==> src/rtl/mem_port_arbiter.sv <==
// rtl/mem_port_arbiter.sv - two-requester round-robin memory port arbiter with tag remapping
module mem_port_arbiter #(
    parameter int ADDR_W = 32,
    parameter int DATA_W = 32,
    parameter int ID_W   = 4
) (
    input  logic              clk,
    input  logic              rst,
    input  logic              r0_valid,
    input  logic              r0_rw,
    input  logic [ADDR_W-1:0] r0_addr,
    input  logic [DATA_W-1:0] r0_data,
    input  logic [ID_W-1:0]   r0_id,
    output logic              r0_grant,
    input  logic              r1_valid,
    input  logic              r1_rw,
    input  logic [ADDR_W-1:0] r1_addr,
    input  logic [DATA_W-1:0] r1_data,
    input  logic [ID_W-1:0]   r1_id,
    output logic              r1_grant,
    output logic              m_valid,
    output logic              m_rw,
    output logic [ADDR_W-1:0] m_addr,
    output logic [DATA_W-1:0] m_data,
    output logic [ID_W-1:0]   m_id,
    input  logic              m_stall,
    input  logic              m_ready,
    input  logic [DATA_W-1:0] m_rdata,
    input  logic [ID_W-1:0]   m_rid,
    output logic              rsp0_valid,
    output logic [DATA_W-1:0] rsp0_data,
    output logic [ID_W-1:0]   rsp0_id,
    output logic              rsp1_valid,
    output logic [DATA_W-1:0] rsp1_data,
    output logic [ID_W-1:0]   rsp1_id,
    output logic [ID_W:0]     outstanding,
    output logic              spurious
);
    localparam int DEPTH = 1 << ID_W;
    localparam logic [ID_W:0] CNT_ONE = {{ID_W{1'b0}}, 1'b1};

    logic [DEPTH-1:0] tag_valid;
    logic [DEPTH-1:0] tag_owner;
    logic [ID_W-1:0]  tag_id [DEPTH];
    logic             last_grant;

    logic             has_free;
    logic [ID_W-1:0]  free_tag;
    logic             can_issue;
    logic             grant_any;
    logic             rsp_hit;

    // Lowest free tag; a tag being freed this cycle is still marked valid, so it is never picked.
    always_comb begin
        free_tag = '0;
        for (int i = DEPTH - 1; i >= 0; i--) begin
            if (!tag_valid[i]) free_tag = ID_W'(i);
        end
    end

    assign has_free  = |(~tag_valid);
    assign can_issue = !m_stall && has_free;
    assign r0_grant  = can_issue && r0_valid && (!r1_valid || last_grant);
    assign r1_grant  = can_issue && r1_valid && (!r0_valid || !last_grant);
    assign grant_any = r0_grant || r1_grant;
    assign rsp_hit   = m_ready && tag_valid[m_rid];

    always_ff @(posedge clk) begin
        if (rst) begin
            tag_valid   <= '0;
            last_grant  <= 1'b1;
            m_valid     <= 1'b0;
            m_rw        <= 1'b0;
            m_addr      <= '0;
            m_data      <= '0;
            m_id        <= '0;
            rsp0_valid  <= 1'b0;
            rsp0_data   <= '0;
            rsp0_id     <= '0;
            rsp1_valid  <= 1'b0;
            rsp1_data   <= '0;
            rsp1_id     <= '0;
            outstanding <= '0;
            spurious    <= 1'b0;
        end else begin
            m_valid    <= grant_any;
            rsp0_valid <= rsp_hit && !tag_owner[m_rid];
            rsp1_valid <= rsp_hit && tag_owner[m_rid];
            spurious   <= m_ready && !tag_valid[m_rid];

            if (grant_any) begin
                m_rw                <= r1_grant ? r1_rw   : r0_rw;
                m_addr              <= r1_grant ? r1_addr : r0_addr;
                m_data              <= r1_grant ? r1_data : r0_data;
                m_id                <= free_tag;
                tag_valid[free_tag] <= 1'b1;
                tag_owner[free_tag] <= r1_grant;
                tag_id[free_tag]    <= r1_grant ? r1_id : r0_id;
                last_grant          <= r1_grant;
            end

            if (rsp_hit) begin
                tag_valid[m_rid] <= 1'b0;
                if (tag_owner[m_rid]) begin
                    rsp1_data <= m_rdata;
                    rsp1_id   <= tag_id[m_rid];
                end else begin
                    rsp0_data <= m_rdata;
                    rsp0_id   <= tag_id[m_rid];
                end
            end

            case ({grant_any, rsp_hit})
                2'b10:   outstanding <= outstanding + CNT_ONE;
                2'b01:   outstanding <= outstanding - CNT_ONE;
                default: outstanding <= outstanding;
            endcase
        end
    end
endmodule
==> config.mk <==
export PLATFORM = sky130hd
export DESIGN_NAME = mem_port_arbiter
export DESIGN_NICKNAME = d
export VERILOG_FILES = /design/src/rtl/mem_port_arbiter.sv
export SDC_FILE = /design/constraint.sdc
export NUM_CORES = 1
export LEC_CHECK = 0
export ABC_AREA = 0
export CAP_MARGIN = 25
export CORE_ASPECT_RATIO = 1.5
export CORE_MARGIN = 1
export CORE_UTILIZATION = 46
export DETAILED_ROUTE_END_ITERATION = 8
export PLACE_DENSITY = 0.8
export SKIP_CTS_REPAIR_TIMING = 1
export SYNTH_ARGS = -nofsm -noshare
export SYNTH_HDL_FRONTEND = slang
export SYNTH_SLANG_ARGS = --single-unit
==> constraint.sdc <==
create_clock -name clk -period 4.7 [get_ports clk]
set_input_delay 0.94 -clock clk [delete_from_list [all_inputs] [get_ports clk]]
set_output_delay 0.94 -clock clk [all_outputs]
set_load 0.03 [all_outputs]
Yosys cells after proc, flatten, opt, wreduce, memory -nomap -nowiden
Memory sizes are Yosys's and may differ from the RTL's.
Index checks and enable logic that the tools add are counted.
{"block": "word_totals", "register_bits": 183, "mem_bits_rw": 64, "input_bits": 180, "out_inout_bits": 152, "word_cells": 92, "mem_count": 1}
{"name": "tag_id", "depth": 16, "width": 4, "rd": 1, "rd_clocked_by_memory_dff": 0, "wr": 1, "line": "44", "text": "logic [ID_W-1:0] tag_id [DEPTH];"}
{"block": "op_classes", "n_addsub": 2, "order_cmp": 4, "n_eq_ne": 2, "muxes": 36, "bitwise_logic": 6, "n_reduce_logical": 25}
{"cell": "$mux 4", "n": 17}
{"cell": "$mux 32", "n": 2}
{"cell": "$mux 16", "n": 3}
{"cell": "$not 16->16", "n": 2}
{"cell": "$and 16x16->16", "n": 1}
{"cell": "$bwmux 16", "n": 1}
{"cell": "$or 16x16->16", "n": 1}
{"cell": "$reduce_or 16->1", "n": 1}
{"cell": "$logic_and 1x1->1", "n": 11}
{"cell": "$lt 4x5->1 const B", "n": 2}
{"cell": "$pmux 5 s2", "n": 1}
{"cell": "$bmux 1 s4", "n": 2}
{"cell": "$demux 1 s4", "n": 2}
{"cell": "$ge 4x1->1 const B", "n": 2}
{"cell": "$mux 1", "n": 8}
{"cell": "$logic_not 1->1", "n": 6}
{"cell": "$reduce_and 2->1", "n": 3}
{"cell": "$add 5x1->5 const B", "n": 1}
{"cell": "$sub 5x1->5 const B", "n": 1}
{"cell": "$logic_or 1x1->1", "n": 3}
{"cell": "$eq 2x1->1 const B", "n": 1}
{"cell": "$eq 2x2->1 const B", "n": 1}
{"cell": "$not 1->1", "n": 2}
{"cell": "$reduce_bool 2->1", "n": 1}

Depth between registers and ports, before layout
Gate-level depths: netlist (run 1).
{"block": "depth", "ltp_word": 25, "ltp_mapped": 15, "mapped_depth_nobuf": 13}

Least setup slack after synthesis (run 1)
No wires, ideal clock.
{"block": "synth_path", "path_type": "input to register", "startpoint": "input r0_valid", "endpoint": "register outstanding[4]", "setup_time_ps": 70, "arrival_time_ps": 3729, "required_time_ps": 4630, "path_slack_ps": 901, "cell_stages": 14, "n_path_buf": 2, "cell_sequence": "nor2_1 -> or2_2 -> clkbuf_1 -> nor2_1 -> clkinv_1 -> buf_1 -> ha_1 -> ha_1 -> nor2b_1 -> o21a_1 -> nor2_1 -> xnor2_1 -> or3_1 -> a21oi_1"}
{"block": "synth_between", "elab_chain_cells": 6, "word_cells_on_any_way": 10, "classes_between": "eq/ne (2); mux (1); reduce/logical (7)"}
{"element": "start, declared", "line": "9", "text": "input logic r0_valid,"}
{"element": "$logic_not 1->1", "line": "64", "text": "assign r1_grant = can_issue && r1_valid && (!r0_valid || !last_grant);"}
{"element": "$logic_or 1x1->1", "line": "64"}
{"element": "$logic_and 1x1->1", "line": "64"}
{"element": "$logic_or 1x1->1 *", "line": "65", "text": "assign grant_any = r0_grant || r1_grant;"}
{"element": "$eq 2x1->1 / $eq 2x2->1 (equally long branches)", "line": "113", "text": "case ({grant_any, rsp_hit})"}
{"element": "$pmux 5 s2 / $reduce_bool 2->1 (equally long branches)"}
{"element": "end signal, assigned", "line": "114", "text": "2'b10: outstanding <= outstanding + CNT_ONE;"}
{"element": "end signal, assigned", "line": "115", "text": "2'b01: outstanding <= outstanding - CNT_ONE;"}
{"element": "end signal, assigned", "line": "116", "text": "default: outstanding <= outstanding;"}
{"element": "end, declared", "line": "36", "text": "output logic [ID_W:0] outstanding,"}
Mark *: on every way between the ends. The rest lies on a longest branch, timed or not.
A chain may end at the register's enable or synchronous reset.

Final worst setup path (run 1)
{"block": "layout_path", "startpoint": "input m_rid[2]", "endpoint": "register outstanding[4]"}
{"block": "layout_between", "elab_chain_cells": 5, "word_cells_on_any_way": 7, "classes_between": "eq/ne (2); mux (3); reduce/logical (2)"}
{"element": "start, declared", "line": "29", "text": "input logic [ID_W-1:0] m_rid,"}
{"element": "$bmux 1 s4 *", "line": "66", "text": "assign rsp_hit = m_ready && tag_valid[m_rid];"}
{"element": "$mux 1 (implied by the code) *", "line": "66"}
{"element": "$logic_and 1x1->1 *", "line": "66"}
{"element": "$eq 2x1->1 / $eq 2x2->1 (equally long branches)", "line": "113"}
{"element": "$pmux 5 s2 / $reduce_bool 2->1 (equally long branches)"}
Mark *: on every way between the ends. The rest lies on a longest branch, timed or not. The select of a mux whose other input is x is not followed.

==> impl_metrics.env, run 1 <==
export IMPL_status="finished, violations left"
export IMPL_violations="design-rule violations"
export IMPL_dpl_cell_count=1546
export IMPL_synth_simple_area_share_pct=15.95
export IMPL_synthAdderAreaFrac_pct=0.6968
export IMPL_root_buffer="clkbuf_16"
export IMPL_htreeDepth=1
export IMPL_hpwl_um=21040
export IMPL_min_path_type="reg -> reg"
export IMPL_dr_total_vias=8867
export IMPL_fin_cells=1590
export IMPL_drt_iter0_drc=597
export IMPL_fin_ws_ps=625.4
export IMPL_synthArstFlopShare_pct=0
export IMPL_netlist_area_leader_share_pct=33.25
export IMPL_clk_pin_slew_ps=70
export IMPL_final_setup_tns_ps=0
export IMPL_place_area_um2=13510
export IMPL_synthTopCellsByArea="dfxtp_1 (33%), edfxtp_1 (24%), nand2_1 (10%), mux4_2 (6.0%), a21oi_1 (5.6%)"
export IMPL_period_share_pct=86.69
export IMPL_fillers=1650
export IMPL_clkSinkCount=247
export IMPL_syn_avg_cell_area_um2=9.996
export IMPL_grt_start_max_net_pins=100
export IMPL_worstSetupStartpointType="input port"
export IMPL_relSlewSlack_pct=35.72
export IMPL_syn_cell_area_um2=10060
export IMPL_start_util_pct=47.37
export IMPL_ys_ff_latch=247
export IMPL_worstMarginPinSlew_ps=964.2
export IMPL_yosys_area_top_type="dfxtp_1"
export IMPL_p_total_uw=4780
export IMPL_overflow=0
export IMPL_vias_per_cell=5.577
export IMPL_wl_per_cell_um=18.72
export IMPL_rsz0062_at_grt="no"
export IMPL_finalSetupViolCount=0
export IMPL_hold_viol_final=0
export IMPL_grt_pass1_vias=8693
export IMPL_nets=1488
export IMPL_die_y_um=183.1
export IMPL_powerDensity_nw_per_um2=334.5
export IMPL_clock_path_buffers=3
export IMPL_grt_total_usage_pct=26.29
export IMPL_finClkSkew_ps=14.43
export IMPL_p_leak_uw=0.004889
export IMPL_cts_tree="built"
export IMPL_wl_um=29770
export IMPL_layout_min_cycle_time_ps=4075
export IMPL_crit_arrival_ps=4510
export IMPL_top_level_ports=332
export IMPL_crit_fanout=7
export IMPL_drive_gt1_share_pct=7.273
export IMPL_dr_pass1_iters=8
export IMPL_ys_seq_area_share_pct=57.14
export IMPL_synth_mux_area_share_pct=6.856
export IMPL_worstHoldStart="m_data[29]"
export IMPL_synth_top_family_by_area="simple AND/OR/NAND/NOR gates"
export IMPL_synth_most_common_cell="nand2_1"
export IMPL_postRouteAntennaNets=0
export IMPL_final_cell_area_um2=14290
export IMPL_synth_xor_area_share_pct=0.2613
export IMPL_syn_inst=1006
export IMPL_cts_made_buffers=23
export IMPL_die_area_um2=22470
export IMPL_path_class="in -> reg"
export IMPL_place_gp_congestion=0.8801
export IMPL_end_kind="flop"
export IMPL_ys_warn_count=0
export IMPL_synth_nets=1191
export IMPL_final_max_slew_violation_count=0
export IMPL_die_w_um=122.7
export IMPL_synthTopCellsByCount="nand2_1 (267), dfxtp_1 (167), a21oi_1 (112)"
export IMPL_synth_compound_area_share_pct=15.17
export IMPL_antenna_found_initial=2
export IMPL_place_ws_ps=82.30
export IMPL_core_area_um2=21230
export IMPL_ir_worst_vdd_mv=0.2704
export IMPL_synth_distinct_cells=54
export IMPL_clock_latency_ps=520
export IMPL_ff_latch_area_um2=5746
export IMPL_max_freq_mhz=245.4
export IMPL_grt_pass1_wl_um=45980
export IMPL_r2r_start="tag_valid[0]"
export IMPL_multiInputGateArea_um2=3928
export IMPL_post_route_drc_count=1
export IMPL_io_buffers=331
export IMPL_rows=65
export IMPL_area_growth_pct=42.08
export IMPL_drv_cap=0
export IMPL_critPathLaunch="m_rid[2]"
export IMPL_synth_edf_count=80
export IMPL_ys_flop_type="dfxtp_1"
export IMPL_crit_required_ps=5130
-- area by class of cell --
type	count	share of cell area [%]
Sequential cell	247	40.21
Multi-Input combinational cell	667	27.49
Timing Repair Buffer	351	24.17
Clock buffer	35	4.939
Tap cell	268	2.347
Clock inverter	7	0.4641
Inverter	13	0.3415
Antenna cell	2	0.03503
-- cells in the final DEF, fill, tap and decap left out, drive strengths merged, types with 3 or more instances in the layout --
cell type	instances
a31oi	5
clkbuf	35
or2	3
clkinv	4
edfxtp	80
mux2i	7
o21a	5
a211oi	14
dfxtp	167
ha	4
o221ai	32
nor2	72
nand2	268
buf	23
o21ai	9
inv	15
nand3	14
a311oi	40
clkdlybuf4s50	328
mux4	27
nor4	5
nor2b	10
a21oi	112
nor3	8
nand4	4
-- state kept, by name (all words and copies together) (netlist names), 4 cells and up --
register / flops
tag_id: 64
m_addr: 32
m_data: 32
rsp0_data: 32
rsp1_data: 32
tag_owner: 16
tag_valid: 16
outstanding: 5
m_id: 4
rsp0_id: 4
rsp1_id: 4
-- routing by layer --
layer  vias to the layer above  track usage, %  part of all wire, %
met5                         -               0                    0
met4                         0           9.415                  2.8
met3                        65           6.095                  8.8
met2                       427           46.92                   52
met1                      4169           30.18                   36
li1                       4206               -                    -
-- stage by stage --
stage                     hold WS (ps)  utilization [%]
after global routing             465.3            67.31
after CTS                        451.2            67.29
after global placement           436.5            63.65
final                            450.6            67.31
after detailed placement         443.0            63.65
after floorplan                  490.7                -
-- cell families (layout without fill, tap and decap cells) --
kind of cell | after synthesis | in the layout
adders and majority gates | 5 | 5
xor gates and xnor gates | 3 | 3
AOI/OAI and AO/OA | 230 | 230
other | 0 | 2
buffers and inverters | 92 | 406
and+or+nand+nor | 394 | 394
DFF | 247 | 247
muxes | 35 | 35
-- critical path, cell delays in order --
cell and delay [ps]:
clkdlybuf4s50_1 710, mux4_2 560, mux4_2 530, nand2_2 150, inv_1 70, ha_1 230, ha_1 330, nor2b_1 160
o21a_1 170, nor2_1 130, xnor2_1 90, or3_1 300, a21oi_1 140
-- final timing paths --
check / endpoint / slack, ps / depth (start not counted)
worst min-delay path: m_data[29] / 450 / 2
worst min register to register: m_data[29] / 450 / 2
worst max-delay path: outstanding[4] / 630 / 13
worst max register to register: outstanding[4] / 1230 / 13
-- where the power goes --
part / internal (uW) / switching, uW
logic: 284 / 316
registers: 2260 / 29.8
clock network: 1100 / 796
(Power assumes the default switching activity.)
==> run 2: changes to the inputs <==
--- a/config.mk
+++ b/config.mk
@@ -12,7 +12,7 @@
 export CORE_UTILIZATION = 46
 export DETAILED_ROUTE_END_ITERATION = 8
 export PLACE_DENSITY = 0.8
-export SKIP_CTS_REPAIR_TIMING = 1
+export REMOVE_ABC_BUFFERS = 1
 export SYNTH_ARGS = -nofsm -noshare
 export SYNTH_HDL_FRONTEND = slang
 export SYNTH_SLANG_ARGS = --single-unit
==> run 2 against run 1 <==
Against the previous run: the run now ends clean; first-iteration DRC count decreased by 0.50%; total power is 0.65% higher; combinational power is essentially flat; critical path depth is 8 lower; cell count shrank 0.25%; clock power grew 2%; global-route usage up 0.29 points; core utilization hardly changed.
==> impl_metrics.env, run 2 (synthesis gave the netlist of run 1 again) <==
export IMPL_end_kind="primary output"
export IMPL_cts_made_buffers=23
export IMPL_grt_pass1_vias=8781
export IMPL_die_area_um2=22470
export IMPL_crit_required_ps=3760
export IMPL_core_area_um2=21230
export IMPL_max_freq_mhz=250.1
export IMPL_start_util_pct=47.37
export IMPL_dr_total_vias=8923
export IMPL_cts_resized=0
export IMPL_area_growth_pct=42.01
export IMPL_ctsHoldBuffers=0
export IMPL_die_w_um=122.7
export IMPL_drt_iter0_drc=594
export IMPL_dr_pass1_iters=6
export IMPL_final_max_slew_violation_count=0
export IMPL_ir_worst_vdd_mv=0.2443
export IMPL_path_cells="nand4_1 -> nor4_1 -> nor2_1 -> and3_1 -> clkdlybuf4s50_1"
export IMPL_antenna_found_initial=0
export IMPL_slowest_delay_ps=710
export IMPL_hold_viol_final=0
export IMPL_grt_total_usage_pct=26.58
export IMPL_drive_gt1_share_pct=7.436
export IMPL_cp_top_family="simple AND/OR/NAND/NOR gates"
export IMPL_clkSinkCount=247
export IMPL_clock_path_buffers=3
export IMPL_min_path_type="reg -> reg"
export IMPL_wl_per_cell_um=19.07
export IMPL_critical_path_buf_inv_count=1
export IMPL_antennaDiodeCount=0
export IMPL_worstMarginPinSlew_ps=1053
export IMPL_relSlewSlack_pct=29.16
export IMPL_worstSetupStartpointType="flop"
export IMPL_status="complete, no violations"
export IMPL_clk_pin_slew_ps=60
export IMPL_postRouteAntennaNets=0
export IMPL_htreeDepth=1
export IMPL_crit_arrival_ps=3060
export IMPL_finClkSkew_ps=23.17
export IMPL_rows=65
export IMPL_place_gp_congestion=0.9259
export IMPL_period_share_pct=85.08
export IMPL_largest_reg_flops=64
export IMPL_final_cell_mix="clkdlybuf4s50_1 (328), nand2_1 (267), dfxtp_1 (167)"
export IMPL_layout_commonest_cell="clkdlybuf4s50_1"
export IMPL_cts_tree="built"
export IMPL_post_route_drc_count=0
export IMPL_layout_min_cycle_time_ps=3999
export IMPL_path_class="reg -> out"
export IMPL_hpwl_um=21160
export IMPL_powerDensity_nw_per_um2=336.9
export IMPL_root_buffer="clkbuf_16"
export IMPL_top_register="tag_id"
export IMPL_die_y_um=183.1
export IMPL_rsz0062_at_grt="no"
export IMPL_final_cell_area_um2=14280
export IMPL_nets=1487
export IMPL_place_area_um2=13500
export IMPL_top_level_ports=332
export IMPL_slowest_stage="nor4_1"
export IMPL_post_route_util_pct=67.27
export IMPL_io_buffers=331
export IMPL_wl_um=30250
export IMPL_drv_cap=0
export IMPL_finalSetupViolCount=0
export IMPL_post_cts_buffers=0
export IMPL_crit_fanout=9
export IMPL_grt_pass1_wl_um=46560
export IMPL_p_leak_uw=0.004872
export IMPL_vias_per_cell=5.626
export IMPL_clock_latency_ps=520
export IMPL_overflow=0
export IMPL_grt_start_max_net_pins=100
[run 2: changes by cell type in the layout (fill, tap and decap cells not counted)]
cell,delta
clkinv_2,+1
clkbuf_2,-1
bufinv_16,+2
clkbuf_16,-3
clkbuf_8,+1
diode_2,-2
clkbuf_1,-4
inv_4,-1
clkinvlp_4,+3
clkinvlp_2,+1
buf_4,-1
[run 2: layout make-up]
class	count	area (um^2)
flip-flops and latches	247	5746
clock buffers	28	624.3
inverters	13	48.80
fillers	1632	6947
clock inverters	13	152.6
repair buffers	350	3446
multi-input cells	667	3928
well taps	268	335.3
[run 2: tightest hold or removal path: stages, from the launching register on]
cell	delay [ps]
dfxtp_1	310
nand2_1	50
a21oi_1	50
[run 2: final timing paths]
check	slack, ps	cells past startpoint	startpoint	endpoint
setup / recovery	700	5	tag_valid[0]	r0_grant
hold / removal	450	2	m_addr[21]	m_addr[21]
setup reg to reg	1230	13	tag_valid[0]	outstanding[4]
hold reg to reg	450	2	m_addr[21]	m_addr[21]
[run 2: power by group]
group / switching [uW] / internal (uW) / total [uW]
logic: 317 / 285 / 602
clock network: 811 / 1110 / 1930
registers: 28.7 / 2250 / 2280
total: 1160 / 3650 / 4810
[run 2: per-stage QoR]
| step | hold WS, ps | instances | TNS (ps) | setup WS, ps | total power [uW] |
|---|---|---|---|---|---|
| after floorplan | 490.2 | 927 | -94900 | -3573 | 2577 |
| after global placement | 436.5 | 1545 | 0 | 281.0 | 2920 |
| after detailed placement | 442.1 | 1545 | 0 | 199.2 | 2931 |
| after CTS | 451.0 | 1586 | 0 | 662.5 | 4848 |
| after global routing | 464.1 | 1586 | 0 | 447.5 | 4980 |
| final | 449.9 | 1586 | 0 | 701.5 | 4811 |
[run 2: routing by layer]
layer	part of all wire (%)	GRT usage (%)	up-vias
met5	0	0	-
met4	2.7	8.146	0
met3	8.8	6.965	51
met2	51	47.89	392
met1	38	30.15	4286
li1	-	-	4194
==> run 3: changes to the inputs <==
--- a/config.mk
+++ b/config.mk
@@ -9,9 +9,9 @@
 export CAP_MARGIN = 25
 export CORE_ASPECT_RATIO = 1.5
 export CORE_MARGIN = 1
-export CORE_UTILIZATION = 46
+export CORE_UTILIZATION = 50
 export DETAILED_ROUTE_END_ITERATION = 8
-export PLACE_DENSITY = 0.8
+export PLACE_DENSITY = 0.86
 export REMOVE_ABC_BUFFERS = 1
 export SYNTH_ARGS = -nofsm -noshare
 export SYNTH_HDL_FRONTEND = slang
==> constraint.sdc (replaced) <==
create_clock -name clk -period 4.8 [get_ports clk]
set_input_delay 0.96 -clock clk [delete_from_list [all_inputs] [get_ports clk]]
set_output_delay 0.96 -clock clk [all_outputs]
set_load 0.03 [all_outputs]
==> run 3 against run 2 <==
Against the previous run: global-route usage up 1.7 points; count of clock-buffer cells in the layout grew 7; core utilization rose by 5.2 points; sequential share of layout area hardly changed; wire length fell by 3.5%; first-iteration DRC count up 8.8%; clock power is 6% lower; clock skew decreased by 10 ps; non-clock buffer count is the same; total power fell by 3.4%; via count is 0.72% lower; worst setup slack improved by 29 ps; critical path type unchanged; largest power group unchanged; highest routed layer unchanged.
==> impl_metrics.env, run 3 (synthesis gave the netlist of run 1 again) <==
export IMPL_ctsHoldBuffers=0
export IMPL_grt_start_max_net_pins=100
export IMPL_min_path_type="reg -> reg"
export IMPL_postRouteAntennaNets=0
export IMPL_hold_viol_final=0
export IMPL_cp_top_family="simple AND/OR/NAND/NOR gates"
export IMPL_worstMarginPinSlew_ps=1004
export IMPL_die_w_um=117.8
export IMPL_final_setup_tns_ps=0
export IMPL_critical_path_buf_inv_count=1
export IMPL_dr_total_vias=8859
export IMPL_crit_fanout=9
export IMPL_antenna_found_initial=0
export IMPL_post_cts_buffers=0
export IMPL_place_gp_congestion=0.9247
export IMPL_dr_pass1_iters=5
export IMPL_top_level_ports=332
export IMPL_clock_latency_ps=500
export IMPL_finClkSkew_ps=13.01
export IMPL_io_buffers=331
export IMPL_clk_pin_slew_ps=60
export IMPL_clkSinkCount=247
export IMPL_cts_resized=0
export IMPL_crit_required_ps=3840
export IMPL_worstSetupStartpointType="flop"
export IMPL_hpwl_um=20250
export IMPL_top_register="tag_id"
export IMPL_holdWs_ps=451.7
export IMPL_start_util_pct=51.03
export IMPL_fillers=1408
export IMPL_ir_worst_vdd_mv=0.3015
export IMPL_slowest_delay_ps=740
export IMPL_root_buffer="clkbuf_16"
export IMPL_max_freq_mhz=245.7
export IMPL_final_cell_mix="clkdlybuf4s50_1 (328), nand2_1 (267), dfxtp_1 (167)"
export IMPL_rows=63
export IMPL_cts_made_buffers=23
export IMPL_wl_per_cell_um=18.51
export IMPL_grt_pass1_vias=8912
export IMPL_grt_pass1_wl_um=46810
export IMPL_ff_latch_area_um2=5746
export IMPL_layout_commonest_cell="clkdlybuf4s50_1"
export IMPL_area_growth_pct=41.98
export IMPL_p_leak_uw=0.004887
export IMPL_antennaDiodeCount=0
export IMPL_rsz0062_at_grt="no"
export IMPL_die_area_um2=20690
export IMPL_p_total_uw=4647
export IMPL_htreeDepth=1
export IMPL_slowest_stage="nor4_1"
export IMPL_end_kind="primary output"
export IMPL_wl_um=29190
export IMPL_powerDensity_nw_per_um2=325.5
export IMPL_largest_reg_flops=64
export IMPL_path_class="reg -> out"
export IMPL_path_cells="nand4_1 -> nor4_1 -> nor2_1 -> and3_1 -> clkdlybuf4s50_1"
export IMPL_drive_gt1_share_pct=7.441
export IMPL_die_y_um=175.7
export IMPL_clock_path_buffers=3
export IMPL_finalSetupViolCount=0
export IMPL_crit_arrival_ps=3110
export IMPL_multiInputGateArea_um2=3928
export IMPL_vias_per_cell=5.618
export IMPL_drt_iter0_drc=646
export IMPL_period_share_pct=84.79
export IMPL_status="complete, no violations"
export IMPL_core_area_um2=19710
export IMPL_layout_min_cycle_time_ps=4070
export IMPL_relSlewSlack_pct=33.05
export IMPL_final_max_slew_violation_count=0
export IMPL_fin_ws_ps=730.0
export IMPL_drv_cap=0
export IMPL_post_route_drc_count=0
export IMPL_cts_tree="built"
export IMPL_grt_total_usage_pct=28.29
export IMPL_place_ws_ps=277.7
export IMPL_overflow=0
export IMPL_nets=1487
## run 3: cell count changes in the layout (fill, tap and decap cells not counted), sizes merged
| cell | change |
|---|---|
| clkinvlp | -3 |
| clkinv | -3 |
| bufinv | -2 |
| clkbuf | +8 |
| buf | -1 |
## run 3: path summary, 6_finish.rpt
| path | endpoint | start | cells after the start | slack, ps |
|---|---|---|---|---|
| max reg2reg | outstanding[4] | tag_valid[0] | 13 | 1290 |
| max | r0_grant | tag_valid[0] | 5 | 730 |
| min reg2reg | rsp1_data[4] | rsp1_data[4] | 2 | 450 |
| min | rsp1_data[4] | rsp1_data[4] | 2 | 450 |
## run 3: layer usage
| metal | GRT usage [%] | part of all wire, % |
|---|---|---|
| met5 | 0 | 0 |
| met3 | 5.974 | 8.0 |
| met1 | 31.95 | 37 |
| met2 | 51.76 | 52 |
| met4 | 10.95 | 3.2 |
## run 3: tightest hold or removal path, delay by kind of cell (launching register included)
family / cells / cell delay, ps
compound gates: 1 / 50
flops: 1 / 300
simple gates: 1 / 50
## run 3: power by group
| group | switching, uW | total, uW | internal, uW |
|---|---|---|---|
| registers | 29.8 | 2240 | 2210 |
| clock network | 756 | 1820 | 1070 |
| logic | 306 | 587 | 280 |
## run 3: through the flow
stage | area, um^2 | utilization [%] | std cells
floorplan | 9709 | - | 927
global placement | 13510 | 68.56 | 1536
detailed placement | 13510 | 68.56 | 1536
CTS | 14270 | 72.43 | 1576
global route | 14280 | 72.45 | 1577
finish | 14280 | 72.45 | 1577
## run 3: layout make-up
| class | count | area share [%] |
|---|---|---|
| timing repair buffer | 350 | 24.29 |
| clock inverter | 5 | 0.4031 |
| tap | 260 | 2.279 |
| clock buffer | 35 | 4.934 |
| sequential | 247 | 40.24 |
| multi-input combinational | 667 | 27.51 |
| inverter | 13 | 0.3418 |
